File: config.mk
export PLATFORM = sky130hd
export DESIGN_NAME = uart_crc_tx
export DESIGN_NICKNAME = d
export VERILOG_FILES = /design/src/rtl/uart_pkg.sv /design/src/rtl/uart_crc8.sv /design/src/rtl/uart_crc_tx.sv
export SDC_FILE = /design/constraint.sdc
export NUM_CORES = 1
export LEC_CHECK = 0
export ABC_AREA = 1
export BUFFER_PORTS_ARGS = -buffer_cell sky130_fd_sc_hd__buf_2
export CAP_MARGIN = 10
export CORE_ASPECT_RATIO = 2
export CORE_MARGIN = 5
export CORE_UTILIZATION = 30
export CTS_BUF_LIST = sky130_fd_sc_hd__clkbuf_4 sky130_fd_sc_hd__clkbuf_8
export DETAILED_ROUTE_END_ITERATION = 7
export GPL_ROUTABILITY_DRIVEN = 0
export PLACE_DENSITY = 0.43
export SETUP_SLACK_MARGIN = 0.3
export SLEW_MARGIN = 5
export SYNTH_ARGS = -nofsm -noshare
export SYNTH_HDL_FRONTEND = slang
export SYNTH_HIERARCHICAL = 1
export SYNTH_SLANG_ARGS = --single-unit
File: constraint.sdc
create_clock -name clk -period 2.4 [get_ports clk]
set_clock_uncertainty 0.05 [all_clocks]
set_input_delay 0.48 -clock clk [delete_from_list [all_inputs] [get_ports clk]]
set_output_delay 0.48 -clock clk [all_outputs]
set_load 0.03 [all_outputs]
File: src/rtl/uart_pkg.sv
// uart_pkg: shared FSM state type, CRC-8 defaults and byte-wide CRC-8 update function
package uart_pkg;

    typedef enum logic [1:0] {IDLE, START, DATA, STOP} tx_state_t;

    localparam logic [7:0] CRC_POLY_DEF = 8'h07;
    localparam logic [7:0] CRC_INIT_DEF = 8'h00;

    // MSB-first, non-reflected CRC-8 over one byte
    function automatic logic [7:0] crc8_update(input logic [7:0] crc, input logic [7:0] data, input logic [7:0] poly);
        logic [7:0] c;
        c = crc ^ data;
        for (int i = 0; i < 8; i++) c = c[7] ? ((c << 1) ^ poly) : (c << 1);
        return c;
    endfunction

endpackage

File: src/rtl/uart_crc8.sv
// uart_crc8: combinational byte-wide CRC-8 update, shared by transmitter and receiver checker
module uart_crc8 import uart_pkg::*; #(
    parameter logic [7:0] POLY = CRC_POLY_DEF
) (
    input  logic [7:0] crc_in,
    input  logic [7:0] data,
    output logic [7:0] crc_out
);

    assign crc_out = crc8_update(crc_in, data, POLY);

endmodule

File: src/rtl/uart_crc_tx.sv
// uart_crc_tx: 8N1 UART transmitter that appends a CRC-8 character after the last payload byte
module uart_crc_tx import uart_pkg::*; #(
    parameter int unsigned CLKS_PER_BIT = 1042,
    parameter logic [7:0]  CRC_POLY     = CRC_POLY_DEF,
    parameter logic [7:0]  CRC_INIT     = CRC_INIT_DEF
) (
    input  logic       clk,
    input  logic       rst,
    input  logic [7:0] data_in,
    input  logic       data_valid,
    input  logic       data_last,
    output logic       data_ready,
    output logic       tx,
    output logic       tx_busy,
    output logic       frame_done
);

    localparam int unsigned CW = $clog2(CLKS_PER_BIT);

    tx_state_t     state;
    logic [CW-1:0] baud_cnt;
    logic [2:0]    bit_idx;
    logic [7:0]    shreg;
    logic [7:0]    crc;
    logic [7:0]    crc_next;
    logic          last_q;
    logic          crc_phase;
    logic          handshake;
    logic          bit_end;

    assign handshake = data_valid && data_ready;
    assign bit_end   = baud_cnt == CW'(CLKS_PER_BIT - 1);

    uart_crc8 #(.POLY(CRC_POLY)) u_crc8 (
        .crc_in  (crc),
        .data    (data_in),
        .crc_out (crc_next)
    );

    // Character framing FSM; the CRC character follows the last payload byte with no idle gap
    always_ff @(posedge clk or negedge rst) begin
        if (!rst) begin
            state      <= IDLE;
            baud_cnt   <= '0;
            bit_idx    <= '0;
            shreg      <= '0;
            crc        <= CRC_INIT;
            last_q     <= 1'b0;
            crc_phase  <= 1'b0;
            data_ready <= 1'b0;
            tx         <= 1'b1;
            tx_busy    <= 1'b0;
            frame_done <= 1'b0;
        end else begin
            frame_done <= 1'b0;
            baud_cnt   <= (state == IDLE || bit_end) ? '0 : baud_cnt + 1'b1;
            case (state)
                IDLE: begin
                    if (handshake) begin
                        state      <= START;
                        tx         <= 1'b0;
                        tx_busy    <= 1'b1;
                        data_ready <= 1'b0;
                        shreg      <= data_in;
                        last_q     <= data_last;
                        crc        <= crc_next;
                    end else begin
                        data_ready <= 1'b1;
                    end
                end
                START: begin
                    if (bit_end) begin
                        state   <= DATA;
                        tx      <= shreg[0];
                        bit_idx <= '0;
                    end
                end
                DATA: begin
                    if (bit_end) begin
                        if (bit_idx == 3'd7) begin
                            state <= STOP;
                            tx    <= 1'b1;
                        end else begin
                            bit_idx <= bit_idx + 3'd1;
                            tx      <= shreg[bit_idx + 3'd1];
                        end
                    end
                end
                STOP: begin
                    if (bit_end) begin
                        if (crc_phase) begin
                            state      <= IDLE;
                            tx_busy    <= 1'b0;
                            data_ready <= 1'b1;
                            frame_done <= 1'b1;
                            crc        <= CRC_INIT;
                            crc_phase  <= 1'b0;
                        end else if (last_q) begin
                            state     <= START;
                            tx        <= 1'b0;
                            crc_phase <= 1'b1;
                            shreg     <= crc;
                        end else begin
                            state      <= IDLE;
                            tx_busy    <= 1'b0;
                            data_ready <= 1'b1;
                        end
                    end
                end
                default: state <= IDLE;
            endcase
        end
    end

endmodule

; Word-level counts from Yosys, hierarchy flattened
; Index checks and enable logic that the tools add are counted.
[classes]
add_sub_neg = 2
multipliers = 0
n_div = 0
magnitude_cmp = 1
n_eq_ne = 15
shifts = 0
muxes = 55
bitwise = 9
reduce_logical = 14
[op_table]
columns = cell, n
row1 = $mux 8, 7
row2 = $mux 3, 11
row3 = $pmux 8 s2, 2
row4 = $not 3->3, 8
row5 = $mux 1, 23
row6 = $ne 2x2->1 const B, 9
row7 = $reduce_and 4->1, 3
row8 = $add 11x1->11 const B, 1
row9 = $eq 11x11->1 const B, 1
row10 = $mux 11, 1
row11 = $mux 2, 5
row12 = $reduce_and 5->1, 2
row13 = $pmux 2 s4, 1
row14 = $xor 8x8->8, 1
row15 = $pmux 3 s2, 1
row16 = $reduce_and 6->1, 1
row17 = $eq 2x2->1 const B, 2
row18 = $lt 3x4->1 const B, 1
row19 = $pmux 1 s2, 2
row20 = $pmux 1 s4, 1
row21 = $reduce_and 2->1, 2
row22 = $reduce_bool 2->1, 2
row23 = $add 3x1->3 const B, 1
row24 = $bmux 1 s3, 1
row25 = other kinds (7), 7
[word_totals]
regBits = 38
latch_bits = 0
ram_bits = 0
romBits = 0
in_bits = 12
wordCells = 107
memories = 0

; Logic depth before layout (Yosys ltp)
[logic_depth]
word_depth = 19
mapped_depth = 12

; By module
; Netlist, hierarchy kept.
[modules_own_cells]
columns = module, n_inst, cells_each, area_per_inst_um2, seq_area_each_um2
row1 = uart_crc_tx, 1, 260, 2068.2, 952.2
row2 = uart_crc8, 1, 74, 377.9, 0.0

; Worst setup path after synthesis
; Ideal clock, no wire load.
[synth_timing]
kind = reg2reg
from = register baud_cnt[1]
to = register shreg[0]
setup_time_ns = 0.117
arrival_ns = 1.362
t_required_ns = 2.233
setup_slack_ns = 0.871
stages_incl_launch_ff = 12
n_path_buf = 0
synth_period_minus_slack_ns = 1.529
cell_sequence = dfrtp_1 > inv_1 > ha_1 > nand2_1 > nor2_4 > nand3_4 > nand2_4 > nand2_4 > nor2_8 > nand2_4 > nand2_1 > nand2_1
[synth_via]
elab_chain_cells = 3
[synth_lines]
columns = item, line_no
row1 = from (decl), uart_crc_tx.sv:21  ; logic [CW-1:0] baud_cnt;
row2 = from (signal assigned), uart_crc_tx.sv:56  ; baud_cnt <= (state == IDLE || bit_end) ? '0 : baud_cnt + 1'b1;
row3 = $eq 11x11->1, uart_crc_tx.sv:32  ; assign bit_end = baud_cnt == CW'(CLKS_PER_BIT - 1);
row4 = $ne 2x2->1 (no source line), n/a
row5 = $reduce_and 5->1 (no source line), n/a
row6 = to (signal assigned), uart_crc_tx.sv:64  ; shreg <= data_in;
row7 = to (signal assigned), uart_crc_tx.sv:102  ; shreg <= crc;
row8 = to (decl), uart_crc_tx.sv:23  ; logic [7:0] shreg;
; Every way passes these cells.
; A chain may end at the register's enable or synchronous reset.

; Worst setup path in the final report
[layout_timing]
from = register bit_idx[0]
to = register tx
[layout_via]
elab_chain_cells = 6
[layout_lines]
columns = item, line_no
row1 = from (decl), uart_crc_tx.sv:22  ; logic [2:0] bit_idx;
row2 = from (signal assigned), uart_crc_tx.sv:84  ; bit_idx <= bit_idx + 3'd1;
row3 = $add 3x1->3, uart_crc_tx.sv:85  ; tx <= shreg[bit_idx + 3'd1];
row4 = $bmux 1 s3, uart_crc_tx.sv:85
row5 = $mux 1 (implied by the code), uart_crc_tx.sv:85
row6 = $mux 1 (*), uart_crc_tx.sv:80  ; if (bit_idx == 3'd7) begin
row7 = $mux 1 (*), uart_crc_tx.sv:79  ; if (bit_end) begin
row8 = $pmux 1 s4 (*), uart_crc_tx.sv:57  ; case (state)
row9 = to (signal assigned), uart_crc_tx.sv:74  ; tx <= shreg[0];
row10 = to (signal assigned), uart_crc_tx.sv:85
row11 = to (decl), uart_crc_tx.sv:13  ; output logic tx,
; Every way passes the cells marked *; elsewhere a longest branch is shown, timed or not. The select of a mux whose other input is x is not followed.

==> out/results.txt <==
Routed wire length - 6170 um
Clock latency on the worst-skew pair - 300 ps
Detailed placement HPWL - 5060 um
DR pass1 iterations - 4
Period utilisation layout - 74.8%
Power share of the sequential group - 32.0%
Antenna violations before repair - 0
Cell Pwr Density - 1110 nW/um^2
First-pass GRT wire length - 10,600 um
Layout area overhead - 12.9%
Maximum VDD drop - 491 uV
Via density per instance - 4.55
Number of I/O pins - 16
Layout cells sized above 1 - 15.2%
Max Cap Viol - 0
Sw power - 0.00140 W
Mapped Cells - 334
CP endpoint kind - register
Hold buffer count at CTS - 0
Status - completed
Final hold vios - 0
# fillers - 881
Clk sinks - 38
Average wire per standard cell - 13.6 um
CP Data Required Time - 2580 ps
Area after DPL - 2650 um^2
Pre-CTS setup slack - 606 ps
Ant diodes - 0
Synthesis-stage register bit count - 38
Worst-path clk slew - 80 ps
DR vias - 2,056
Rel. slew slack - 63.1%
Achievable frequency - 0.557 GHz
Chip height - 138 um
Lkg Pwr - 1.44 nW
Pins Over Slew Limit - 0
Tot GR Track Use - 13.9%
Switching Fraction - 45.7%
Combinational fraction of design power - 49.3%
Setup TNS - 0 ps
Unrepaired setup endpoints after global routing - no
H-tree lvl count - 2
Final WS setup - 605 ps
R2r startpoint - bit_idx[0]
Hold WS - 107 ps
Clock share of power - 18.7%
Setup bufs post-CTS - 0
I/O Buffers - 15
Routed Antenna Nets - 0
Hold crit path type - in -> async
Critical path class - reg -> reg
Final Instance Area - 2760 um^2
Synth Area per Inst - 7.32 um^2
Largest net degree at the start of global routing - 24
Final setup vio count - 0
Reg-to-Reg End - tx
Most frequent cells in the layout - 144 x nand2_1, 37 x dfrtp_1, 32 x inv_1, 24 x nand3_1, 16 x nor2_1
Reg2reg path depth - 10
Row Count - 46
DIE WIDTH - 73.9 um
Count of cells resized by post-cts repair - 0
Int Pwr - 0.00167 W
Yosys warnings - 6
Post-synth cell types - 33
Commonest non-fill, non-tap cell in the layout - nand2_1
R2R setup slack - 610 ps
Vias in the first global route - 2,215
CP Data Arrival Time - 1970 ps
Initial DRC count - 51
Fin nets - 377
Synth Net Count - 355
Full die area - 10,200 um^2
Cts bufs inserted - 5
Kind of launch point of the worst setup path - register
Slew @ Worst Pin - 554 ps
Post-synth design cell area - 2450 um^2
Final min period - 1790 ps
Total gr overflow - 0
CTS max path bufs - 2
# DRC - 0
CTS Root Cell - clkbuf_8
Seq/Total Area, Yosys - 38.9%
Core box area - 7940 um^2
CTS tree - done
Initial Utilization - 30.8%
Crit Path Max Fanout - 8
worst max-delay path by stage:
stage                     start  slack (ps)  depth (start not counted)        to
floorplan           baud_cnt[1]         870                         11  shreg[0]
global placement     bit_idx[0]         590                         10        tx
detailed placement   bit_idx[0]         610                         10        tx
CTS                  bit_idx[0]         590                         10        tx
global route         bit_idx[0]         450                         10        tx
finish               bit_idx[0]         610                         10        tx
registers in the layout, indices dropped and copies added, names as in the netlist:
register    cells
baud_cnt       11
crc             8
shreg           8
bit_idx         3
state           2
crc_phase       1
data_ready      1
frame_done      1
last_q          1
tx              1
tx_busy         1
synthesized netlist by cell type (all sizes together):
library cell | n | area, um^2
clkinv | 2 | 7.51
inv | 36 | 135
nor2 | 22 | 126
clkbuf | 1 | 3.75
nand4 | 3 | 18.8
buf | 2 | 10.0
nand3b | 2 | 15.0
a211oi | 1 | 7.51
nor4 | 1 | 6.26
xnor2 | 8 | 85.1
xor2 | 4 | 42.6
o31ai | 2 | 15.0
ha | 9 | 113
nor3b | 2 | 15.0
dfstp | 1 | 26.3
nor3 | 6 | 40.0
o21bai | 1 | 7.51
dfrtp | 37 | 926
a21oi | 6 | 30.0
o21ai | 8 | 43.8
nand3 | 25 | 138
nand2 | 155 | 634
stage by stage:
stage / std cells / total power, W / utilization, %
after detailed placement: 445 / 0.00255 / 33.4
after CTS: 452 / 0.00314 / 34.8
after floorplan: 334 / 0.00213 / -
after global routing: 452 / 0.00338 / 34.8
final: 452 / 0.00307 / 34.8
after global placement: 445 / 0.00254 / 33.4
layer usage:
metal	global-route usage, %	routed length (um)	up-vias
li1	-	-	1077
met1	12.2	2060	940
met2	28.3	3780	23
met3	2.56	126	16
met4	6.75	199	0
met5	0	0	-
kinds of logic (layout without fill, tap and decap cells):
kind of cell | after synthesis | count (layout) | share of synthesized area, %
adders and majority gates | 9 | 9 | 4.60
AOI/OAI and AO/OA | 18 | 18 | 4.25
and+or+nand+nor | 216 | 216 | 40.6
xor gates and xnor gates | 12 | 12 | 5.22
buffers and inverters | 41 | 63 | 6.39
DFF | 38 | 38 | 38.9
area by class of cell:
type                       instances  area (um^2)  area share (%)
multi-input combinational        255         1340            48.4
clock buffer                       6         82.6            2.99
tap                               96          120            4.35
timing repair buffer              18         97.6            3.53
inverter                          38          143            5.16
sequential                        38          952            34.5
clock inverter                     1         30.0            1.09
worst max-delay path, cell delays in order (launching register included):
cell and delay, ps:
dfrtp_1 480, ha_1 240, ha_1 310, inv_1 110, nand3_1 100, nand3b_1 90
nand3_1 90, nand2_1 70, nand2_1 70, nand2_1 70, nand2_1 40
power groups by stage:
stage                     sequential [W]  clock (W)  combinational [W]
after CTS                       0.000986   0.000595            0.00155
after floorplan                  0.00100          0            0.00113
final                           0.000980   0.000573            0.00151
after global routing             0.00101   0.000616            0.00175
after global placement          0.000997          0            0.00154
after detailed placement        0.000996          0            0.00155
Note: power is estimated with default switching activity, not from simulation.
